## src/rtl/shift_ex_stage_if.sv

```systemverilog
// ============================================================================
// shift_ex_stage_if : op-in / result-out handshake bundle of shift_ex_stage
// Revision: 1.0
// ============================================================================
`default_nettype none

interface shift_ex_stage_if #(
    parameter int XLEN = 32
);
    // Field names are written from the execute stage's point of view
    logic            valid_i;
    logic            ready_o;
    logic [1:0]      op_i;
    logic [XLEN-1:0] rs1_i;
    logic [XLEN-1:0] rs2_i;
    logic [4:0]      rd_addr_i;
    logic            valid_o;
    logic            ready_i;
    logic [XLEN-1:0] rd_o;
    logic [4:0]      rd_addr_o;

    modport slave (
        input  valid_i, op_i, rs1_i, rs2_i, rd_addr_i, ready_i,
        output ready_o, valid_o, rd_o, rd_addr_o
    );

    modport master (
        output valid_i, op_i, rs1_i, rs2_i, rd_addr_i, ready_i,
        input  ready_o, valid_o, rd_o, rd_addr_o
    );
endinterface

`default_nettype wire

```

## src/rtl/shift_ex_stage.sv

```systemverilog
// ============================================================================
// shift_ex_stage : two-stage SLL/SRL/SRA execute unit with flush and counter
// Revision: 1.0
// ============================================================================
`default_nettype none

module shift_ex_stage #(
    parameter int XLEN    = 32,
    parameter int SHAMT_W = 5,
    parameter int CNT_W   = 32
) (
    input  wire logic             clk_i,
    input  wire logic             rst_ni,
    input  wire logic             flush_i,
    shift_ex_stage_if.slave       bus,
    output logic [CNT_W-1:0]      op_count_o
);
    localparam logic [1:0] c_OP_SLL  = 2'b00;
    localparam logic [1:0] c_OP_SRL  = 2'b01;
    localparam logic [1:0] c_OP_SRA  = 2'b11;

    logic               a_valid_q, a_valid_d;
    logic [1:0]         a_op_q, a_op_d;
    logic [XLEN-1:0]    a_rs1_q, a_rs1_d;
    logic [SHAMT_W-1:0] a_shamt_q, a_shamt_d;
    logic [4:0]         a_rd_addr_q, a_rd_addr_d;
    logic               b_valid_q, b_valid_d;
    logic [XLEN-1:0]    b_rd_q, b_rd_d;
    logic [4:0]         b_rd_addr_q, b_rd_addr_d;
    logic [CNT_W-1:0]   cnt_q, cnt_d;

    logic               w_b_free;
    logic               w_a_move;
    logic               w_accept;
    logic [XLEN-1:0]    w_result;
    logic               w_unused_rs2;

    assign w_b_free     = !b_valid_q || bus.ready_i;
    assign w_a_move     = a_valid_q && w_b_free;
    assign w_accept     = bus.valid_i && bus.ready_o;
    assign w_unused_rs2 = ^bus.rs2_i[XLEN-1:SHAMT_W];

    // ready_o deliberately ignores valid_i to keep the upstream path short
    assign bus.ready_o   = !a_valid_q || w_b_free;
    assign bus.valid_o   = b_valid_q;
    assign bus.rd_o      = b_rd_q;
    assign bus.rd_addr_o = b_rd_addr_q;
    assign op_count_o    = cnt_q;

    always_comb begin
        w_result = a_rs1_q;
        case (a_op_q)
            c_OP_SLL: w_result = a_rs1_q << a_shamt_q;
            c_OP_SRL: w_result = a_rs1_q >> a_shamt_q;
            c_OP_SRA: w_result = XLEN'($signed(a_rs1_q) >>> a_shamt_q);
            default:  w_result = a_rs1_q;
        endcase
    end

    always_comb begin
        a_valid_d   = a_valid_q;
        a_op_d      = a_op_q;
        a_rs1_d     = a_rs1_q;
        a_shamt_d   = a_shamt_q;
        a_rd_addr_d = a_rd_addr_q;
        b_valid_d   = b_valid_q;
        b_rd_d      = b_rd_q;
        b_rd_addr_d = b_rd_addr_q;
        cnt_d       = cnt_q;

        if (w_accept) begin
            a_op_d      = bus.op_i;
            a_rs1_d     = bus.rs1_i;
            a_shamt_d   = bus.rs2_i[SHAMT_W-1:0];
            a_rd_addr_d = bus.rd_addr_i;
        end
        if (w_a_move) begin
            b_rd_d      = w_result;
            b_rd_addr_d = a_rd_addr_q;
        end

        // Flush only kills valids; stale data in the regs is harmless
        if (flush_i)        a_valid_d = 1'b0;
        else if (w_accept)  a_valid_d = 1'b1;
        else if (w_a_move)  a_valid_d = 1'b0;

        if (flush_i)          b_valid_d = 1'b0;
        else if (w_a_move)    b_valid_d = 1'b1;
        else if (bus.ready_i) b_valid_d = 1'b0;

        if (b_valid_q && bus.ready_i && !flush_i)
            cnt_d = cnt_q + CNT_W'(1);
    end

    always_ff @(posedge clk_i or negedge rst_ni) begin
        if (!rst_ni) begin
            a_valid_q   <= 1'b0;
            a_op_q      <= '0;
            a_rs1_q     <= '0;
            a_shamt_q   <= '0;
            a_rd_addr_q <= '0;
            b_valid_q   <= 1'b0;
            b_rd_q      <= '0;
            b_rd_addr_q <= '0;
            cnt_q       <= '0;
        end else begin
            a_valid_q   <= a_valid_d;
            a_op_q      <= a_op_d;
            a_rs1_q     <= a_rs1_d;
            a_shamt_q   <= a_shamt_d;
            a_rd_addr_q <= a_rd_addr_d;
            b_valid_q   <= b_valid_d;
            b_rd_q      <= b_rd_d;
            b_rd_addr_q <= b_rd_addr_d;
            cnt_q       <= cnt_d;
        end
    end
endmodule

`default_nettype wire

```

## src/flat_wrapper.sv

```systemverilog
// flat-port wrapper written by rule: the top's interface ports become plain ports
module shift_ex_stage_flat 
#(
    parameter int XLEN    = 32,
    parameter int SHAMT_W = 5,
    parameter int CNT_W   = 32
)
  (clk_i, rst_ni, flush_i, op_count_o, bus_valid_i, bus_op_i, bus_rs1_i, bus_rs2_i, bus_rd_addr_i, bus_ready_i, bus_ready_o, bus_valid_o, bus_rd_o, bus_rd_addr_o);
  shift_ex_stage_if #(.XLEN(XLEN)) bus_i ();
  input  wire logic clk_i;
  input  wire logic rst_ni;
  input  wire logic flush_i;
  output logic [CNT_W-1:0] op_count_o;
  input wire logic [$bits(bus_i.valid_i)-1:0] bus_valid_i;
  input wire logic [$bits(bus_i.op_i)-1:0] bus_op_i;
  input wire logic [$bits(bus_i.rs1_i)-1:0] bus_rs1_i;
  input wire logic [$bits(bus_i.rs2_i)-1:0] bus_rs2_i;
  input wire logic [$bits(bus_i.rd_addr_i)-1:0] bus_rd_addr_i;
  input wire logic [$bits(bus_i.ready_i)-1:0] bus_ready_i;
  output wire logic [$bits(bus_i.ready_o)-1:0] bus_ready_o;
  output wire logic [$bits(bus_i.valid_o)-1:0] bus_valid_o;
  output wire logic [$bits(bus_i.rd_o)-1:0] bus_rd_o;
  output wire logic [$bits(bus_i.rd_addr_o)-1:0] bus_rd_addr_o;
  assign bus_i.valid_i = bus_valid_i;
  assign bus_i.op_i = bus_op_i;
  assign bus_i.rs1_i = bus_rs1_i;
  assign bus_i.rs2_i = bus_rs2_i;
  assign bus_i.rd_addr_i = bus_rd_addr_i;
  assign bus_i.ready_i = bus_ready_i;
  assign bus_ready_o = bus_i.ready_o;
  assign bus_valid_o = bus_i.valid_o;
  assign bus_rd_o = bus_i.rd_o;
  assign bus_rd_addr_o = bus_i.rd_addr_o;
  shift_ex_stage #(.XLEN(XLEN), .SHAMT_W(SHAMT_W), .CNT_W(CNT_W)) u_core (.clk_i(clk_i), .rst_ni(rst_ni), .flush_i(flush_i), .bus(bus_i), .op_count_o(op_count_o));
endmodule
```

## config.mk

```make
export PLATFORM = sky130hd
export DESIGN_NAME = shift_ex_stage_flat
export DESIGN_NICKNAME = d
export VERILOG_FILES = /design/src/rtl/shift_ex_stage_if.sv /design/src/rtl/shift_ex_stage.sv /design/src/flat_wrapper.sv
export SDC_FILE = /design/constraint.sdc
export NUM_CORES = 1
export LEC_CHECK = 0
export ABC_CLOCK_PERIOD_IN_PS = 3000
export BUFFER_PORTS_ARGS = -buffer_cell sky130_fd_sc_hd__buf_2
export CAP_MARGIN = 20
export CORE_ASPECT_RATIO = 1.4
export CORE_MARGIN = 4
export CORE_UTILIZATION = 58
export CTS_CLUSTER_SIZE = 20
export DETAILED_ROUTE_END_ITERATION = 12
export PLACE_DENSITY = 0.86
export SLEW_MARGIN = 0
export SYNTH_ARGS = -nofsm -noshare
export SYNTH_HDL_FRONTEND = slang
export SYNTH_SLANG_ARGS = --single-unit
```

## constraint.sdc

```tcl
create_clock -name clk_i -period 3 [get_ports clk_i]
set_input_delay 0.15 -clock clk_i [delete_from_list [all_inputs] [get_ports clk_i]]
set_output_delay 0.15 -clock clk_i [all_outputs]
set_load 0.005 [all_outputs]
```

==> results.tsv, run 1 <==
stage	metric	value	unit
global_routing	vias in the first global route	9093	
placement	dpl cells	1191	
cts	# H-tree levels	4	
timing	minimum clock period	2810	ps
global_routing	largest net degree at the start of global routing	59	
min_path	hold_sp	bus_ready_i	
min_path	Worst Hold Depth	4	
timing	RSZ-0062 raised after global routing	false	
timing	fmax	356	MHz
timing	Final Hold Fails	0	
flow_run	MaxCap Viol Count	0	
critical_path	Max FO, Critical Path	36	
die	num rows	53	
timing	Post-Route Skew	9.14	ps
yosys	Synth Area in Compound Gates	0.147	
power_and_ir_drop	sw frac	0.379	
power_and_ir_drop	Leak Pwr	0.00477	uW
timing	final slew viol count	0	
cts	CTS Root Cell	clkbuf_16	
critical_path	WS Path Type	register to register	
critical_path	CP max-delay cell	dfrtp_4	
power_and_ir_drop	Clock Power Share	0.325	
cts	Clock Tree Buf Depth	2	
critical_path	reg2reg setup slack	190	ps
layout	Util after Layout	0.721	
critical_path	Req. time, crit path	3310	ps
layout	nets	1142	
layout	Non-Filler Instances	1270	
power_and_ir_drop	Int Pwr	3950	uW
critical_path	type of origin of the critical path	register	
timing	setup TNS	0	ps
power_and_ir_drop	Max VDD drop	0.494	mV
global_routing	Total GRT Usage	0.415	
layout	share of layout cells above drive strength 1	0.328	
detailed_routing	DRT iter0 DRCs	1105	
yosys	post-synthesis simple-gate area fraction	0.150	
yosys	net count after synthesis	978	
die	Die Width	113	um
critical_path	worst r2r src	u_core.a_shamt_q[0]	
cts	Sinks on Clock Net	115	
run_status	outcome	finished clean	
yosys	Synth cell types	72	
critical_path	Buffers & Inverters on Critical Path	2	
critical_path	Critical R2R Capture	u_core.bus.rd_o[12]	
min_path	WHS Endpoint	u_core.bus.valid_o	
critical_path	Reg2Reg Depth	8	
detailed_routing	WL/cell	27.8	um
detailed_routing	via/cell ratio	7.01	
placement	Placed Area	0.00980	mm2
global_routing	first-pass GRT wire length	54800	um
placement	port buffer count	119	
critical_path	Critical Path Max Stage Delay	800	ps
critical_path	Most common cell on crit path	buf_4	
timing	Final Cycle Share	0.937	
detailed_routing	drc violations	0	
die	Core Area	0.0151	mm2
layout	Final Cell Area	0.0109	mm2
yosys	Seq cells post-synth	115	
min_path	worst min-delay path category	input pin to register	
cts	Clk Latency, worst-skew pair	430	ps
detailed_routing	post-route ant nets	0	
yosys	Post-Syn Instances	901	
die	Initial Util	0.590	
yosys	Synth Cell Area	0.00888	mm2
yosys	EDFF count, synth	0	
layout	Area Growth Syn to Fin	22.1	%
yosys	share of synthesized area spent on multiplexers	0.286	
yosys	sequential share of the synthesized area	0.324	
cts	Worst-path clk slew	60	ps
global_routing	GRT Residual Overflow	0	
timing	worst slew pin tran	781	ps
power_and_ir_drop	combinational cell fraction of total power	0.349	
placement	RePlAce Congestion	1.07	
cts	CTS tree	yes	
global_routing	initial antenna violation count	0	
die	Die Area	0.0174	mm2
critical_path	Worst path top cell family by delay	multiplexers	
critical_path	Critical Path, Cell by Cell	buf_4 -> buf_4 -> mux4_2 -> mux2_2 -> nor2_1 -> a211o_1 -> a21oi_1 -> a21o_1	
critical_path	Crit. End Element	register	
yosys	xor/xnor share of the synthesized area	0.0306	
detailed_routing	DR pass1 iterations	6	
die	Top Ports	147	
power_and_ir_drop	Flop pwr share	0.326	
cts	CTS buffer count	17	
placement	post-DP HPWL	24300	um
yosys	top_reg_cell synth	dfrtp_1	
power_and_ir_drop	power density over cell area	587	mW/mm2
die	Die H	154	um
critical_path	Worst Path Arrival	3120	ps
yosys	Synth Area in Adders	0.00141	
power_and_ir_drop	Net Switching	2420	uW
yosys	Synthesis Warnings	0	
detailed_routing	drt total wl	35300	um
timing	Max-slew headroom	0.480	
yosys	FFs w/ async S/R, synth	1.00	
timing	Finish-stage setup viols	0	
detailed_routing	total vias in the final route	8908	
layout	antenna cells	0	
yosys	synthesized area per cell	9.86	um2
yosys	main combinational cell family by area after synthesis	multiplexers	
-- sequential cells by signal, summed over array words and instances (netlist names) --
signal / count
u_core.bus.valid_o: 1
u_core.a_rd_addr_q: 5
u_core.a_op_q: 2
u_core.a_rs1_q: 32
u_core.bus.rd_addr_o: 5
u_core.a_valid_q: 1
u_core.a_shamt_q: 5
u_core.op_count_o: 32
u_core.bus.rd_o: 32
-- kinds of logic (layout without fill, tap and decap cells) --
logic type	count (synthesis)	after routing
buffers and inverters	98	275
AND/OR/NAND/NOR	297	297
flip-flops	115	115
XOR/XNOR	31	31
AO/OA/AOI/OAI	195	195
multiplexers	164	164
adder cells (fa/ha/maj)	1	1
-- timing repair --
action | in CTS | in global routing
setup buffers | 0 | 0
endpoints found under the hold margin | 101 | 0
hold buffers | 47 | 0
gates resized for setup | 0 | 0
setup endpoints to repair | 0 | 0
-- how the worst max path moves through the flow --
stage	from	endpoint	slack, ps	depth (start not counted)
floorplan	u_core.a_shamt_q[0]	u_core.bus.rd_o[13]	860	5
global placement	u_core.a_shamt_q[0]	u_core.bus.rd_o[12]	320	8
detailed placement	u_core.a_shamt_q[0]	u_core.bus.rd_o[12]	240	8
CTS	u_core.a_shamt_q[0]	u_core.bus.rd_o[12]	230	8
global route	u_core.a_shamt_q[0]	u_core.bus.rd_o[12]	90	8
finish	u_core.a_shamt_q[0]	u_core.bus.rd_o[12]	190	8
-- worst register-to-register path, delay by kind of cell, from the launching register on --
kind	cells	cell delay [ps]
compound gates	3	530
buf+inv	2	420
mux	2	850
simple gates	1	100
flops	1	800
-- cells in the final DEF (no fill, tap or decap), types with 6 or more instances in the layout --
cell	n
nor2b_1	8
o22ai_1	8
nand2_1	105
mux2i_1	40
xor2_1	7
xnor2_1	24
mux2_2	62
nand4_1	11
buf_2	118
a221oi_1	6
a22oi_1	7
buf_4	68
mux4_2	50
inv_1	6
inv_6	6
a311oi_1	6
mux4_1	12
o211ai_1	8
nand3_1	24
or3_1	9
o21ai_0	40
nor3_1	18
clkbuf_16	17
nor2_1	92
dfrtp_1	111
a31oi_1	17
a21o_1	6
and3_1	8
dlygate4sd3_1	47
a21oi_1	48
-- final cells by class --
cell class / count / area [um2]
clock inverters: 15 / 160
clock buffers: 17 / 425
fillers: 1065 / 4200
repair buffers: 237 / 1650
flip-flops and latches: 115 / 2890
inverters: 6 / 22.5
multi-input cells: 688 / 5470
well taps: 192 / 240
-- Yosys cell counts, drive strengths merged, types with 3 or more instances --
cell | instances | area, um2
or2 | 3 | 18.8
mux2 | 62 | 698
clkbuf | 62 | 317
buf | 30 | 206
inv | 6 | 22.5
o221a | 4 | 45.0
a22o | 3 | 26.3
o211ai | 8 | 60.1
o22ai | 8 | 50.1
a221oi | 7 | 67.6
and3 | 8 | 50.1
o31ai | 3 | 22.5
a21oi | 48 | 240
o21ai | 41 | 205
a2bb2oi | 5 | 43.8
xnor2 | 24 | 210
dfrtp | 115 | 2880
a22oi | 7 | 52.6
or3 | 9 | 56.3
a311oi | 6 | 52.6
a2111oi | 3 | 26.3
nand4 | 11 | 68.8
and2 | 6 | 40.0
nor2 | 93 | 352
nand2 | 106 | 398
a21o | 6 | 45.0
nand3 | 24 | 120
xor2 | 7 | 61.3
mux2i | 40 | 400
a31oi | 17 | 106
o311ai | 3 | 26.3
a211o | 3 | 26.3
o221ai | 3 | 26.3
nor2b | 8 | 50.1
mux4 | 62 | 1440
nor3 | 19 | 100
a211oi | 4 | 30.0
-- stage by stage --
step	setup slack, ps	hold slack [ps]	power [uW]
floorplan	855	-146	3350
global placement	321	251	4160
detailed placement	240	251	4180
CTS	232	68.8	6280
global route	87.8	153	6610
finish	190	118	6370
-- power groups by stage --
stage	logic, uW	registers (uW)	clock network, uW
4_1_cts	2160	2050	2070
3_5_place_dp	2100	2080	0
6_report	2230	2080	2070
3_3_place_gp	2090	2070	0
5_1_grt	2360	2090	2160
2_1_floorplan	1440	1910	0
-- per-layer routing --
layer  up-vias  share of wire  track usage
met3       226           0.10       0.0885
met4         0          0.087        0.278
li1       3707              -            -
met5         -              0            0
met2       716           0.48        0.661
met1      4259           0.33        0.503
Power figures use the tool's default switching activity.
==> run 2, diff against run 1 <==
--- a/config.mk
+++ b/config.mk
@@ -10,10 +10,10 @@
 export CAP_MARGIN = 20
 export CORE_ASPECT_RATIO = 1.4
 export CORE_MARGIN = 4
-export CORE_UTILIZATION = 58
+export CORE_UTILIZATION = 55
 export CTS_CLUSTER_SIZE = 20
 export DETAILED_ROUTE_END_ITERATION = 12
-export PLACE_DENSITY = 0.86
+export PLACE_DENSITY = 0.82
 export SLEW_MARGIN = 0
 export SYNTH_ARGS = -nofsm -noshare
 export SYNTH_HDL_FRONTEND = slang
==> run 2 against run 1 <==
Sequential power about the same; wire length down 2.2%; die area up 5.1%; critical path type unchanged; combinational power about the same; largest power group unchanged; final cell count down 1.0%; count of clock-buffer cells in the layout up 1; cell area down 0.46%; first-iteration DRC count up 16%.
==> results.tsv, run 2 (synthesized netlist as in run 1, its figures left out) <==
stage	metric	value	unit	change
detailed_routing	WL/cell	27.5	um	-1.1%
global_routing	Total GRT Usage	0.384		-0.0302
power_and_ir_drop	power density over cell area	592	mW/mm2	+0.89%
timing	fmax	344	MHz	-3.5%
cts	Clock Tree Buf Depth	2		unchanged
layout	commonest non-fill, non-tap cell in the layout	buf_2		
detailed_routing	drc violations	0		unchanged
layout	nets	1125		-1.5%
timing	worst slew pin tran	862	ps	+81.6 ps
placement	RePlAce Congestion	1.06		-1.4%
die	num rows	54		+1.9%
power_and_ir_drop	Max VDD drop	0.495	mV	+0.12%
critical_path	Req. time, crit path	3300	ps	about the same
power_and_ir_drop	Clock Power Share	0.332		+0.007
timing	Finish-stage setup viols	0		unchanged
placement	post-DP HPWL	23400	um	-3.9%
critical_path	Crit. End Element	register		
critical_path	type of origin of the critical path	register		
layout	area occupied by multi-input gates	0.00547	mm2	about the same
power_and_ir_drop	combinational cell fraction of total power	0.344		-0.005
timing	Final Cycle Share	0.970		+0.0336
power_and_ir_drop	Leak Pwr	0.00471	uW	-1.3%
die	Die H	158	um	+2.6%
die	Top Ports	147		unchanged
run_status	outcome	finished clean		
layout	Reg area	0.00289	mm2	unchanged
layout	most frequent cells in the layout	118 x buf_2, 111 x dfrtp_1, 105 x nand2_1		
power_and_ir_drop	sw frac	0.374		-0.00529
global_routing	first-pass GRT wire length	52100	um	-4.9%
power_and_ir_drop	Int Pwr	4010	uW	+1.3%
global_routing	GRT Residual Overflow	0		unchanged
timing	final slew viol count	0		unchanged
die	Core Area	0.0157	mm2	+4.6%
critical_path	reg2reg setup slack	90	ps	-100 ps
critical_path	Reg2Reg Depth	7		-1
timing	Final Hold Fails	0		unchanged
layout	share of layout cells above drive strength 1	0.317		-0.0117
critical_path	Critical R2R Capture	u_core.bus.rd_o[28]		
detailed_routing	DRT iter0 DRCs	1278		+16%
cts	# H-tree levels	4		unchanged
placement	Placed Area	0.00974	mm2	-0.61%
cts	Clk Latency, worst-skew pair	430	ps	about the same
placement	pre-CTS setup slack	86.6	ps	-153 ps
min_path	Worst Hold Depth	5		+1
min_path	WHS Endpoint	u_core.op_count_o[1]		
critical_path	Max FO, Critical Path	30		-17%
cts	CTS buffer count	17		unchanged
global_routing	largest net degree at the start of global routing	65		+10%
detailed_routing	via/cell ratio	6.90		-1.6%
die	Initial Util	0.564		-0.0258
critical_path	WS Path Type	register to register		
power_and_ir_drop	Net Switching	2390	uW	-0.98%
min_path	worst min-delay path category	input pin to register		
detailed_routing	DR pass1 iterations	6		unchanged
global_routing	initial antenna violation count	0		unchanged
timing	setup TNS	0	ps	unchanged
critical_path	Worst Path Arrival	3210	ps	+90 ps
layout	Area Growth Syn to Fin	21.6	%	
detailed_routing	post-route ant nets	0		unchanged
timing	PnR worst setup slack	89.2	ps	-101 ps
layout	fill count	1149		+7.9%
timing	minimum clock period	2910	ps	+101 ps
flow_run	MaxCap Viol Count	0		unchanged
critical_path	worst r2r src	u_core.a_shamt_q[0]		
die	Die Area	0.0183	mm2	+5.1%
min_path	hold_sp	bus_ready_i		
detailed_routing	total vias in the final route	8673		-2.6%
cts	Sinks on Clock Net	115		unchanged
power_and_ir_drop	Flop pwr share	0.324		-0.002
detailed_routing	drt total wl	34500	um	-2.2%
global_routing	vias in the first global route	8616		-5.2%
die	Die Width	115	um	+2.5%
layout	Final Cell Area	0.0108	mm2	-0.46%
cts	CTS Root Cell	clkbuf_16		
layout	antenna cells	0		unchanged
timing	Post-Route Skew	14.6	ps	+5.44 ps
cts	CTS tree	yes		
timing	Max-slew headroom	0.421		-0.0588
cts	Worst-path clk slew	70	ps	about the same
placement	port buffer count	119		unchanged
==> run 2: final cells by class <==
cell class                      count  share of cell area
Clock buffer                       18              0.0397
Clock inverter                     14              0.0153
Inverter                            6             0.00209
Multi-Input combinational cell    688               0.506
Sequential cell                   115               0.267
Tap cell                          196              0.0227
Timing Repair Buffer              220               0.147
==> run 2: critical path: stages, from the launching register on <==
cell and delay (ps):
dfrtp_4 720, buf_4 290, mux4_1 590, mux2i_1 190
a21oi_1 90, a2111oi_1 630, buf_4 210, a311oi_1 40
==> run 2: worst max path at each step <==
stage	from	end	slack, ps	cells past startpoint
after floorplan	u_core.a_shamt_q[0]	u_core.bus.rd_o[13]	860	5
after global placement	u_core.a_shamt_q[0]	u_core.bus.rd_o[28]	80	7
after detailed placement	u_core.a_shamt_q[0]	u_core.bus.rd_o[28]	90	7
after CTS	u_core.a_shamt_q[0]	u_core.bus.rd_o[28]	70	7
after global routing	u_core.a_shamt_q[0]	u_core.bus.rd_o[28]	-8	7
final	u_core.a_shamt_q[0]	u_core.bus.rd_o[28]	90	7
==> run 2: timing repair <==
item	CTS	global route
hold buffers	47	0
endpoints found under the setup margin	0	1
hold endpoints to repair	83	0
buffers inserted	0	0
gates resized for setup	0	1
==> run 2: power by group through the flow <==
stage / sequential [uW] / combinational [uW] / clock (uW)
after global placement: 2060 / 2060 / 0
after floorplan: 1910 / 1440 / 0
after CTS: 2050 / 2140 / 2120
after detailed placement: 2070 / 2080 / 0
after global routing: 2090 / 2330 / 2190
final: 2070 / 2200 / 2120
==> run 2: metal layers <==
layer | global-route usage | part of all wire | vias up
met5 | 0 | 0 | -
met4 | 0.259 | 0.079 | 0
met3 | 0.0703 | 0.097 | 164
met2 | 0.613 | 0.47 | 651
met1 | 0.475 | 0.35 | 4177
li1 | - | - | 3681
==> run 2: stage by stage <==
stage / utilization / instances / total power (uW) / hold WS [ps]
2_1_floorplan: - / 901 / 3350 / -146
4_1_cts: 0.686 / 1257 / 6300 / 82.8
5_1_grt: 0.686 / 1257 / 6610 / 152
6_report: 0.686 / 1257 / 6400 / 113
3_3_place_gp: 0.618 / 1178 / 4120 / 149
3_5_place_dp: 0.618 / 1178 / 4150 / 163
